File: config.mk
export PLATFORM = sky130hd
export DESIGN_NAME = bmp_copy_ctrl
export DESIGN_NICKNAME = d
export VERILOG_FILES = /design/src/rtl/bmp_copy_ctrl.sv
export SDC_FILE = /design/constraint.sdc
export NUM_CORES = 1
export LEC_CHECK = 0
export ABC_CLOCK_PERIOD_IN_PS = 16800
export CAP_MARGIN = 15
export CORE_MARGIN = 2
export CORE_UTILIZATION = 55
export DETAILED_ROUTE_END_ITERATION = 16
export PLACE_DENSITY = 0.95
export SYNTH_ARGS = -nofsm -noshare
export SYNTH_HDL_FRONTEND = slang
export SYNTH_SLANG_ARGS = --single-unit
File: constraint.sdc
create_clock -name clk -period 16.8 [get_ports clk]
set_input_delay 5.04 -clock clk [delete_from_list [all_inputs] [get_ports clk]]
set_output_delay 5.04 -clock clk [all_outputs]
set_load 0.02 [all_outputs]
File: src/rtl/bmp_copy_ctrl.sv
// ROM->RAM byte copier for a BMP image. Each byte read is written one cycle later,
// and the width, height and pixel-data offset are captured from the header as it passes.
module bmp_copy_ctrl #(
   parameter int TOTAL_SIZE = 1078,
   parameter int ADDR_W     = 20,
   parameter int BYTE_WIDTH = 8
) (
   input  logic                  clk,
   input  logic                  rst,
   input  logic                  start,
   input  logic                  abort,
   output logic                  rom_valid,
   output logic [ADDR_W-1:0]     rom_addr,
   input  logic [BYTE_WIDTH-1:0] rom_data,
   output logic                  ram_valid,
   output logic [ADDR_W-1:0]     ram_addr,
   output logic [BYTE_WIDTH-1:0] ram_data,
   output logic                  busy,
   output logic                  done,
   output logic [ADDR_W:0]       byte_count,
   output logic [31:0]           data_offset,
   output logic [31:0]           img_width,
   output logic [31:0]           img_height
);

   typedef enum logic [1:0] {IDLE, READ, DRAIN, DONE} state_t;

   localparam logic [ADDR_W-1:0] LAST = ADDR_W'(TOTAL_SIZE - 1);

   state_t     state;
   logic       aborted;
   logic [7:0] hdr_byte;

   // Gated so the data bus is quiet whenever no write is being issued, including in reset.
   assign ram_data = ram_valid ? rom_data : '0;
   assign hdr_byte = ram_data[7:0];

   always_ff @(posedge clk or posedge rst) begin
      if (rst) begin
         state       <= IDLE;
         aborted     <= 1'b0;
         rom_valid   <= 1'b0;
         rom_addr    <= '0;
         ram_valid   <= 1'b0;
         ram_addr    <= '0;
         busy        <= 1'b0;
         done        <= 1'b0;
         byte_count  <= '0;
         data_offset <= '0;
         img_width   <= '0;
         img_height  <= '0;
      end else begin
         // Header capture and write counting ride on the write stage.
         if (ram_valid) begin
            byte_count <= byte_count + 1'b1;
            for (int i = 0; i < 4; i++) begin
               if (ram_addr == ADDR_W'(10 + i)) data_offset[8*i +: 8] <= hdr_byte;
               if (ram_addr == ADDR_W'(18 + i)) img_width[8*i +: 8]   <= hdr_byte;
               if (ram_addr == ADDR_W'(22 + i)) img_height[8*i +: 8]  <= hdr_byte;
            end
         end

         case (state)
            IDLE: begin
               done <= 1'b0;
               if (start && !abort) begin
                  state       <= READ;
                  aborted     <= 1'b0;
                  rom_valid   <= 1'b1;
                  rom_addr    <= '0;
                  busy        <= 1'b1;
                  byte_count  <= '0;
                  data_offset <= '0;
                  img_width   <= '0;
                  img_height  <= '0;
               end
            end
            READ: begin
               ram_valid <= 1'b1;
               ram_addr  <= rom_addr;
               if (abort || rom_addr == LAST) begin
                  state     <= DRAIN;
                  rom_valid <= 1'b0;
                  aborted   <= abort;
               end else begin
                  rom_addr <= rom_addr + 1'b1;
               end
            end
            DRAIN: begin
               ram_valid <= 1'b0;
               busy      <= 1'b0;
               if (aborted || abort) begin
                  state <= IDLE;
               end else begin
                  state <= DONE;
                  done  <= 1'b1;
               end
            end
            default: begin
               done  <= 1'b0;
               state <= IDLE;
            end
         endcase
      end
   end

endmodule
Word-level counts from Yosys, hierarchy flattened
Index checks and enable logic that the tools add are counted.
{ "totals": {"input_bits": 12, "register_bits": 164, "out_inout_bits": 169} }
{ "op_classes": {"muxes": 42, "n_eq_ne": 19, "n_reduce_logical": 13, "bitwise": 1, "addsub": 2} }
{ "ops": {"columns": ["operator", "count"], "rows": [
  ["$mux 32", 9],
  ["$eq 20x5->1 const B", 8],
  ["$mux 8", 13],
  ["$eq 20x4->1 const B", 4],
  ["$mux 21", 3],
  ["$mux 20", 2],
  ["$pmux 20 s2", 1],
  ["$add 21x1->21 const B", 1],
  ["$add 20x1->20 const B", 1],
  ["$eq 20x11->1 const B", 1],
  ["$pmux 1 s2", 5],
  ["$ne 2x2->1 const B", 4],
  ["$mux 2", 3],
  ["$pmux 2 s3", 1],
  ["$reduce_and 2->1", 3],
  ["$reduce_and 3->1", 2],
  ["$reduce_bool 2->1", 3],
  ["$mux 1", 5],
  ["$eq 2x1->1 const B", 1],
  ["$eq 2x2->1 const B", 1],
  ["$logic_not 2->1", 1],
  ["$logic_or 1x1->1", 2],
  ["$logic_and 1x1->1", 1],
  ["$logic_not 1->1", 1],
  ["$not 1->1", 1]
]} }

Longest topological paths before layout
Gate-level depths: netlist (run 1).
{ "logic_depth": {"word_depth": 5, "mapped_depth": 8, "ltp_nobuf": 6} }

Worst setup path before layout (run 1)
Ideal clock, no wire load.
{ "synth_path": {"kind": "input -> output", "from": "input port rom_data[5]", "to": "output port ram_data[5]", "arrival_time_ns": 5.272, "required_time_ns": 11.760, "stages": 1, "setup_slack_ns": 6.488, "cell_sequence": "and2_1"} }
{ "synth_via": {"elab_chain_len": 1} }
{ "synth_lines": {"columns": ["element", "line_no", "source"], "rows": [
  ["start, declared", "14", "input logic [BYTE_WIDTH-1:0] rom_data,"],
  ["$mux 8", "35", "assign ram_data = ram_valid ? rom_data : '0;"],
  ["end, declared", "17", "output logic [BYTE_WIDTH-1:0] ram_data,"]
]} }
Every way passes these cells.

Worst setup path after layout (run 1)
{ "layout_path": {"from": "input port rom_data[7]", "to": "output port ram_data[7]"} }
Same word-level chain as after synthesis.

==> results of run 1 <==
-- kinds of logic after synthesis --
family / count (synthesis)
fa+ha+maj: 7
xor+xnor: 10
compound gates: 85
simple gates: 293
flops: 164
mux: 115
buf+inv: 59
-- power groups by stage --
stage	combinational (mW)	clock [mW]	sequential [mW]
floorplan	0.266	0	0.672
global placement	0.608	0	0.581
detailed placement	0.625	0	0.587
CTS	0.630	0.399	0.583
global route	0.676	0.417	0.596
finish	0.630	0.395	0.586
-- metal layers --
layer	vias to the layer above	track usage, %	part of all wire [%]	wire length, µm
met5	-	0	0	0
met4	0	9.588	1.9	406
met3	57	6.914	8.0	1717
met2	341	47.01	49	10450
met1	3264	37.62	41	8780
li1	2922	-	-	-
-- registers in the layout (all words and copies together) (netlist names) --
signal       count
img_height      32
rom_valid        1
rom_addr        20
done             1
byte_count      21
ram_addr        20
state            2
img_width       32
data_offset     32
ram_valid        1
busy             1
aborted          1
-- metrics by stage --
stage          instance area [µm²]  worst slack [ns]  utilization (%)
2_1_floorplan                 7895             6.488                -
3_3_place_gp                  9734             5.507            69.86
3_5_place_dp                  9734             5.463            69.86
4_1_cts                      10330             5.463            74.16
5_1_grt                      10330             5.430            74.16
6_report                     10330             5.456            74.16
-- worst max-delay path, delay by kind of cell --
family,cells,cell delay (ns)
simple gates,1,0.15
buf+inv,2,1.11
-- final cells by class --
class	count	share of cell area (%)
Clock buffer	19	4.286
Clock inverter	13	1.513
Inverter	16	0.6296
Multi-Input combinational cell	510	33.88
Sequential cell	164	39.71
Tap cell	180	2.179
Timing Repair Buffer	185	17.80
-- how the worst max path moves through the flow --
stage	startpoint	endpoint	cells past startpoint
after floorplan	rom_data[5]	ram_data[5]	1
after global placement	rom_data[1]	ram_data[1]	3
after detailed placement	rom_data[2]	ram_data[2]	3
after CTS	rom_data[2]	ram_data[2]	3
after global routing	rom_data[7]	ram_data[7]	3
final	rom_data[7]	ram_data[7]	3
-- layout by cell type, fill, tap and decap left out, drive strengths merged, types with 3 or more instances in the layout --
master         count
a21oi             13
a31oi             10
a41oi              4
and2              17
and3               8
and3b              3
and4               9
buf                5
bufinv             3
clkbuf            19
clkdlybuf4s50    180
clkinv             7
dfrtp            164
ha                 7
inv               17
mux2              15
mux2i            100
nand2            144
nand3             13
nand4             22
nor2              24
nor2b              4
nor3               9
nor4               8
nor4b              7
o21ai             36
o31ai              9
or3                7
or4                8
xnor2              4
xor2               6
==> flow_summary.toml, run 1 <==
[pwr]
p_int_mw = 0.9932
cellLeakagePower_nw = 4.833
comb_pwr_share_pct = 39.1
vdd_drop_max_v = 0.00007728
post-layout-total-power_mw = 1.611
share_seq_of_total_power_pct = 36.4
netSwitchingFraction_pct = 38.34
share_clk_of_total_power_pct = 24.5
net-switching-power_mw = 0.6177
power_density_nw_per_um2 = 155.9

[logic_synthesis]
postSynthRegisterBits = 164
synth.top_cells.by_area = "dfrtp_1 52%, mux2i_1 13%, nand2_1 6.8%"
yosys_warnings = 0
netlist.area_leader.share_pct = 51.98
multiplexer_fraction_of_the_synthesized_cell_area_pct = 14.82
library_cell_with_the_highest_instance_count_after_synthesis = "dfrtp_1"
syn-num-nets = 752
synth_area_in_simple_gates_pct = 20.62
mapped_area_um2 = 7895
synth.yosys.seq_area_share_pct = 51.98
area_fraction_in_compound_gates_after_synthesis_pct = 6.688
synth_edf_count = 0
post_synth_fa_ha_maj_area_fraction_pct = 1.109
post_synth_xor_area_fraction_pct = 1.109
synth_top_area_cell = "dfrtp_1"
yosys-top-cells-count = "164 x dfrtp_1, 144 x nand2_1, 100 x mux2i_1"
postSynth.asyncResetShare_pct = 100.0
dominant_combinational_cell_family_by_area_after_synthesis = "simple AND/OR/NAND/NOR gates"
syn-mean-instance-area_um2 = 10.77
netlist-cell-type-count = 61
synthesis.instances = 733
synth_top_flop_cell = "dfrtp_1"

[critical_path]
critical_path_peak_fanout = 3
crit-reg2reg-launch = "state[0]"
worst_reg_to_reg_path_cell_count = 8
setup.worst_path.end_class = "output pin"
worstReg2RegEnd = "img_height[0]"
regToRegSetupSlack_ns = 13.83
cpMostUsedCell = "clkdlybuf4s50_1"
cp_data_arrival_time_ns = 6.30
slowest_stage = "clkdlybuf4s50_1"
setup.worst_path.start_class = "input port"
cp_data_required_time_ns = 11.76
critical-path-max-stage-delay_ns = 0.60
cell_by_cell_trace_of_the_critical_path = "clkdlybuf4s50_1 -> and2_1 -> clkdlybuf4s50_1"
critical_path_class = "input port to output pin"

[global_route]
globalRouteOverflowTotal = 0
grt_pass1_vias = 6240
groute.usage.overall_pct = 28.68
grt_first_pass_wirelength_um = 33600
maximum_number_of_pins_on_one_net_before_global_route_repair = 84
number_of_antenna_violations_at_the_first_check_in_global_routing = 0

[placement]
buffer_ports.inserted = 180
place_inst = 1055
place_hpwl_um = 14450
gp_congestion = 0.9184

[cts]
cts.hold.buffers_added = 0
post_cts.repair.setup_buffers = 0
tritoncts = "done"
htree_levels = 4
clock_sinks = 164
numCtsBuffers = 17
max-clock-path-buffers = 2
cts-root-buf = "clkbuf_16"
insertion_delay_ns = 0.42
worst_setup_hold_path_clk_slew_ns = 0.06
cts-resized-gates = 0

[min_path]
whs_path_depth = 1
min_delay_worst_endpoint = "done"
min_path_type = "register to register"
hp-start = "done"

[timing]
fin_setup_tns_ns = 0
skew_ns = 0.008820
hold_slack_ns = 0.5244
highest_clock_frequency_the_design_can_meet_ghz = 0.08815
tightestPinTransition_ns = 1.032
final_setup_fails = 0
timing.final.max_slew_violations = 0
post-route-min-period_ns = 11.34
timing.slew.headroom_pct = 31.21
rsz0062_at_grt = "false"
final_hold_viol_count = 0
finalCritPeriodShare_pct = 67.53

[cells_and_area]
n_fill_cell = 910
final_nets = 913
drive_above_1_share_pct = 8.049
final-instance-count-excl-fill = 1087
area.growth.synth_to_final_pct = 30.89
area_used_by_multi_input_combinational_logic_um2 = 3501
antenna_cells = 0
seqCellArea_um2 = 4104

[floorplanning]
floorplan.die.width_um = 123.8
dieArea_um2 = 15330
design.portCount = 181
rows = 43
initial_utilization_pct = 56.66
floorplan.die.height_um = 123.8
core-area_um2 = 13930

[detailed_routing]
drtAntennaViolNets = 0
via_per_inst = 6.057
dr.pass1.iters = 6
routed-via-count = 6584
dr.first_iter.drc_count = 659
total_length_of_routed_wires_um = 21350
detail_route.wl_per_cell_um = 19.64
drc_errors = 0

[outcome]
outcome = "complete, no violations"

[flow_run]
drv_cap = 0
Power figures use the tool's default switching activity.
==> run 2: changes to the inputs <==
- ABC_CLOCK_PERIOD_IN_PS: 16800 -> 10700
- CORE_UTILIZATION: 55 -> 51
- PLACE_DENSITY: 0.95 -> 0.91
- clock period: 16.8 -> 10.7 ns (I/O delays scaled with it)
==> flow_summary.toml, run 2 (synthesis results as in run 1) <==
[cts]
clock_sinks = 164
htree_levels = 4
worst_setup_hold_path_clk_slew_ns = 0.06
post_cts.repair.setup_buffers = 0
cts-resized-gates = 0
insertion_delay_ns = 0.43
max-clock-path-buffers = 2
cts-root-buf = "clkbuf_16"
numCtsBuffers = 17
tritoncts = "done"
cts.hold.buffers_added = 0

[global_route]
groute.usage.overall_pct = 26.72
grt_first_pass_wirelength_um = 34580
number_of_antenna_violations_at_the_first_check_in_global_routing = 0
maximum_number_of_pins_on_one_net_before_global_route_repair = 109
globalRouteOverflowTotal = 0
grt_pass1_vias = 6450

[floorplanning]
design.portCount = 181
floorplan.die.width_um = 128.4
rows = 45
floorplan.die.height_um = 128.4
dieArea_um2 = 16490
core-area_um2 = 15150
initial_utilization_pct = 52.13

[detailed_routing]
dr.first_iter.drc_count = 470
total_length_of_routed_wires_um = 21250
dr.pass1.iters = 5
drc_errors = 0
via_per_inst = 5.949
detail_route.wl_per_cell_um = 19.42
drtAntennaViolNets = 0
routed-via-count = 6508

[critical_path]
critical_path_class = "input port to output pin"
setup.worst_path.end_class = "output pin"
critical_path_peak_fanout = 2
cp_data_required_time_ns = 7.49
critical-path-max-stage-delay_ns = 0.64
cpMostUsedCell = "clkdlybuf4s50_1"
slowest_stage = "clkdlybuf4s50_1"
cp_data_arrival_time_ns = 4.53
setup.worst_path.start_class = "input port"
cell_by_cell_trace_of_the_critical_path = "clkdlybuf4s50_1 -> and2_1 -> clkdlybuf4s50_1"

[min_path]
min_path_type = "register to register"

[placement]
buffer_ports.inserted = 180
place_hpwl_um = 14540
post_dp_cell_area_um2 = 9737
place_inst = 1062
gp_congestion = 0.9096

[cells_and_area]
drive_above_1_share_pct = 8.057
finalInstanceArea_um2 = 10350
most_frequent_standard_cell_in_the_layout_excluding_fill_and_tap_cells = "clkdlybuf4s50_1"
final_nets = 912
largestRegisters = "data_offset (32), img_height (32), img_width (32)"
final-instance-count-excl-fill = 1094
mostFrequentLayoutCells = "180 x clkdlybuf4s50_1, 164 x dfrtp_1, 144 x nand2_1"
core_util_final_pct = 68.32
area.growth.synth_to_final_pct = 31.06
antenna_cells = 0

[pwr]
cellLeakagePower_nw = 4.826
power_density_nw_per_um2 = 244.0
post-layout-total-power_mw = 2.525
vdd_drop_max_v = 0.0001128

[timing]
tightestPinTransition_ns = 1.075
final_hold_viol_count = 0
final_setup_fails = 0
timing.final.max_slew_violations = 0
highest_clock_frequency_the_design_can_meet_ghz = 0.1291
timing.slew.headroom_pct = 28.31
finalCritPeriodShare_pct = 72.37
post-route-min-period_ns = 7.744
rsz0062_at_grt = "false"
fin_setup_tns_ns = 0
skew_ns = 0.01030

[flow_run]
drv_cap = 0

[outcome]
outcome = "complete, no violations"
-- run 2: cell types whose count changed in the layout (fill, tap and decap cells not counted) --
cell	before	now
clkinvlp_4	2	3
buf_4	5	4
inv_6	2	6
bufinv_16	3	2
clkbuf_8	1	3
clkbuf_1	1	0
clkinv_2	5	0
-- run 2: layout make-up --
type                       count  area [µm²]
fill                        1090        4798
sequential                   164        4104
multi-input combinational    510        3501
timing repair buffer         184        1832
clock buffer                  20       466.7
tap                          188       235.2
clock inverter                12       143.9
inverter                      16       65.06
-- run 2: through the flow --
stage | hold slack [ns] | worst slack [ns]
2_1_floorplan | 0.5164 | 3.057
3_3_place_gp | 0.4966 | 2.967
3_5_place_dp | 0.5090 | 2.992
4_1_cts | 0.5228 | 2.971
5_1_grt | 0.5389 | 2.933
6_report | 0.5204 | 2.956
-- run 2: where the power goes --
part           total, mW  internal (mW)  switching [mW]
registers          0.913          0.767           0.147
logic              0.986          0.419           0.567
clock network      0.626          0.367           0.259
-- run 2: final timing paths --
check                             from              end  slack [ns]  cells past startpoint
min reg2reg                       done             done        0.52                      1
max reg2reg                   state[0]    img_height[1]        7.90                      7
min in group asynchronous          rst  data_offset[25]        3.32                      2
min                               done             done        0.52                      1
max in group asynchronous          rst   data_offset[9]        5.92                      3
max                        rom_data[4]      ram_data[4]        2.96                      3
-- run 2: routing by layer --
metal,global-route usage (%),part of all wire [%]
met1,35.01,42
met2,44.34,49
met3,5.655,7.1
met4,9.438,2.1
met5,0,0
-- run 2: critical path: cells and delay by family --
family        cells  cell delay [ns]
simple gates      1             0.17
buf+inv           2             1.16
==> run 3: changes to the inputs <==
- ABC_CLOCK_PERIOD_IN_PS: 10700 -> 7300
- clock period: 10.7 -> 7.3 ns (I/O delays scaled with it)
==> flow_summary.toml, run 3 (synthesis results as in run 1) <==
[outcome]
outcome = "complete, no violations"

[cells_and_area]
largestRegisters = "data_offset (32), img_height (32), img_width (32)"
antenna_cells = 0
most_frequent_standard_cell_in_the_layout_excluding_fill_and_tap_cells = "clkdlybuf4s50_1"
finalInstanceArea_um2 = 10270
area.growth.synth_to_final_pct = 30.13
drive_above_1_share_pct = 7.956
n_fill_cell = 1155
mostFrequentLayoutCells = "180 x clkdlybuf4s50_1, 164 x dfrtp_1, 144 x nand2_1"
final_nets = 913

[detailed_routing]
dr.first_iter.drc_count = 494
detail_route.wl_per_cell_um = 19.58
total_length_of_routed_wires_um = 21410
routed-via-count = 6486
drtAntennaViolNets = 0
dr.pass1.iters = 5
drc_errors = 0
via_per_inst = 5.934

[global_route]
grt_first_pass_wirelength_um = 34040
grt_pass1_vias = 6106
groute.usage.overall_pct = 26.56
globalRouteOverflowTotal = 0
maximum_number_of_pins_on_one_net_before_global_route_repair = 108
number_of_antenna_violations_at_the_first_check_in_global_routing = 0

[pwr]
cellLeakagePower_nw = 4.785
power_density_nw_per_um2 = 350.8
post-layout-total-power_mw = 3.604
vdd_drop_max_v = 0.0001856

[timing]
fin_setup_tns_ns = 0
post-route-min-period_ns = 5.727
rsz0062_at_grt = "false"
timing.final.max_slew_violations = 0
timing.slew.headroom_pct = 28.74
tightestPinTransition_ns = 1.069
finalCritPeriodShare_pct = 78.45
highest_clock_frequency_the_design_can_meet_ghz = 0.1746
skew_ns = 0.009734
final_hold_viol_count = 0
final_setup_fails = 0

[critical_path]
setup.worst_path.end_class = "output pin"
critical_path_peak_fanout = 2
cp_data_required_time_ns = 5.11
cp_data_arrival_time_ns = 3.54
worst_reg_to_reg_path_cell_count = 6
setup.worst_path.start_class = "input port"
critical_path_class = "input port to output pin"

[placement]
post_dp_cell_area_um2 = 9744
buffer_ports.inserted = 180
place_hpwl_um = 14570
gp_congestion = 0.9051

[floorplanning]
floorplan.die.width_um = 128.4
design.portCount = 181
initial_utilization_pct = 52.13
rows = 45
core-area_um2 = 15150
floorplan.die.height_um = 128.4
dieArea_um2 = 16490

[cts]
cts-resized-gates = 0
tritoncts = "done"
clock_sinks = 164
max-clock-path-buffers = 2
insertion_delay_ns = 0.43
cts.hold.buffers_added = 0
worst_setup_hold_path_clk_slew_ns = 0.07
numCtsBuffers = 17
cts-root-buf = "clkbuf_16"
htree_levels = 4
post_cts.repair.setup_buffers = 0

[flow_run]
drv_cap = 0

[min_path]
whs_path_depth = 2
min_path_type = "register to register"
-- run 3: area by class of cell --
cell class / count / area [µm²] / share of cell area [%]
clock buffer: 17 / 425.4 / 4.141
clock inverter: 13 / 103.9 / 1.011
inverter: 16 / 65.06 / 0.6333
multi-input combinational: 510 / 3501 / 34.08
sequential: 164 / 4104 / 39.95
tap: 188 / 235.2 / 2.290
timing repair buffer: 185 / 1839 / 17.90
-- run 3: layer usage --
layer | GRT usage [%] | wire, µm
met1 | 36.85 | 8963
met2 | 43.12 | 10550
met3 | 4.740 | 1510
met4 | 7.886 | 379
met5 | 0 | 0
-- run 3: worst paths after layout --
path	from	slack, ns	end
min in group asynchronous	rst	2.19	data_offset[27]
max	rom_data[4]	1.57	ram_data[4]
min reg2reg	img_width[3]	0.52	img_width[3]
min	img_width[3]	0.52	img_width[3]
max reg2reg	state[0]	4.56	img_height[30]
max in group asynchronous	rst	4.00	state[0]
-- run 3: power breakdown --
group / leakage, nW / internal [mW] / switching [mW] / total (mW)
combinational: 2.31 / 0.616 / 0.828 / 1.44
sequential: 2.23 / 1.12 / 0.220 / 1.34
clock: 0.245 / 0.435 / 0.382 / 0.817
-- run 3: stage by stage --
stage          hold slack [ns]  setup WS [ns]  utilization, %  instances
5_1_grt                 0.5444          1.555           67.83       1093
3_5_place_dp            0.5018          1.612           64.34       1063
3_3_place_gp            0.5002          1.607           64.34       1063
6_report                0.5247          1.573           67.83       1093
2_1_floorplan           0.5164         0.6767               -        733
4_1_cts                 0.5214          1.602           67.83       1093
-- run 3: worst max-delay path, stage by stage --
cell and delay [ns]:
clkdlybuf4s50_1 0.53, and2_1 0.16, clkdlybuf4s50_1 0.66
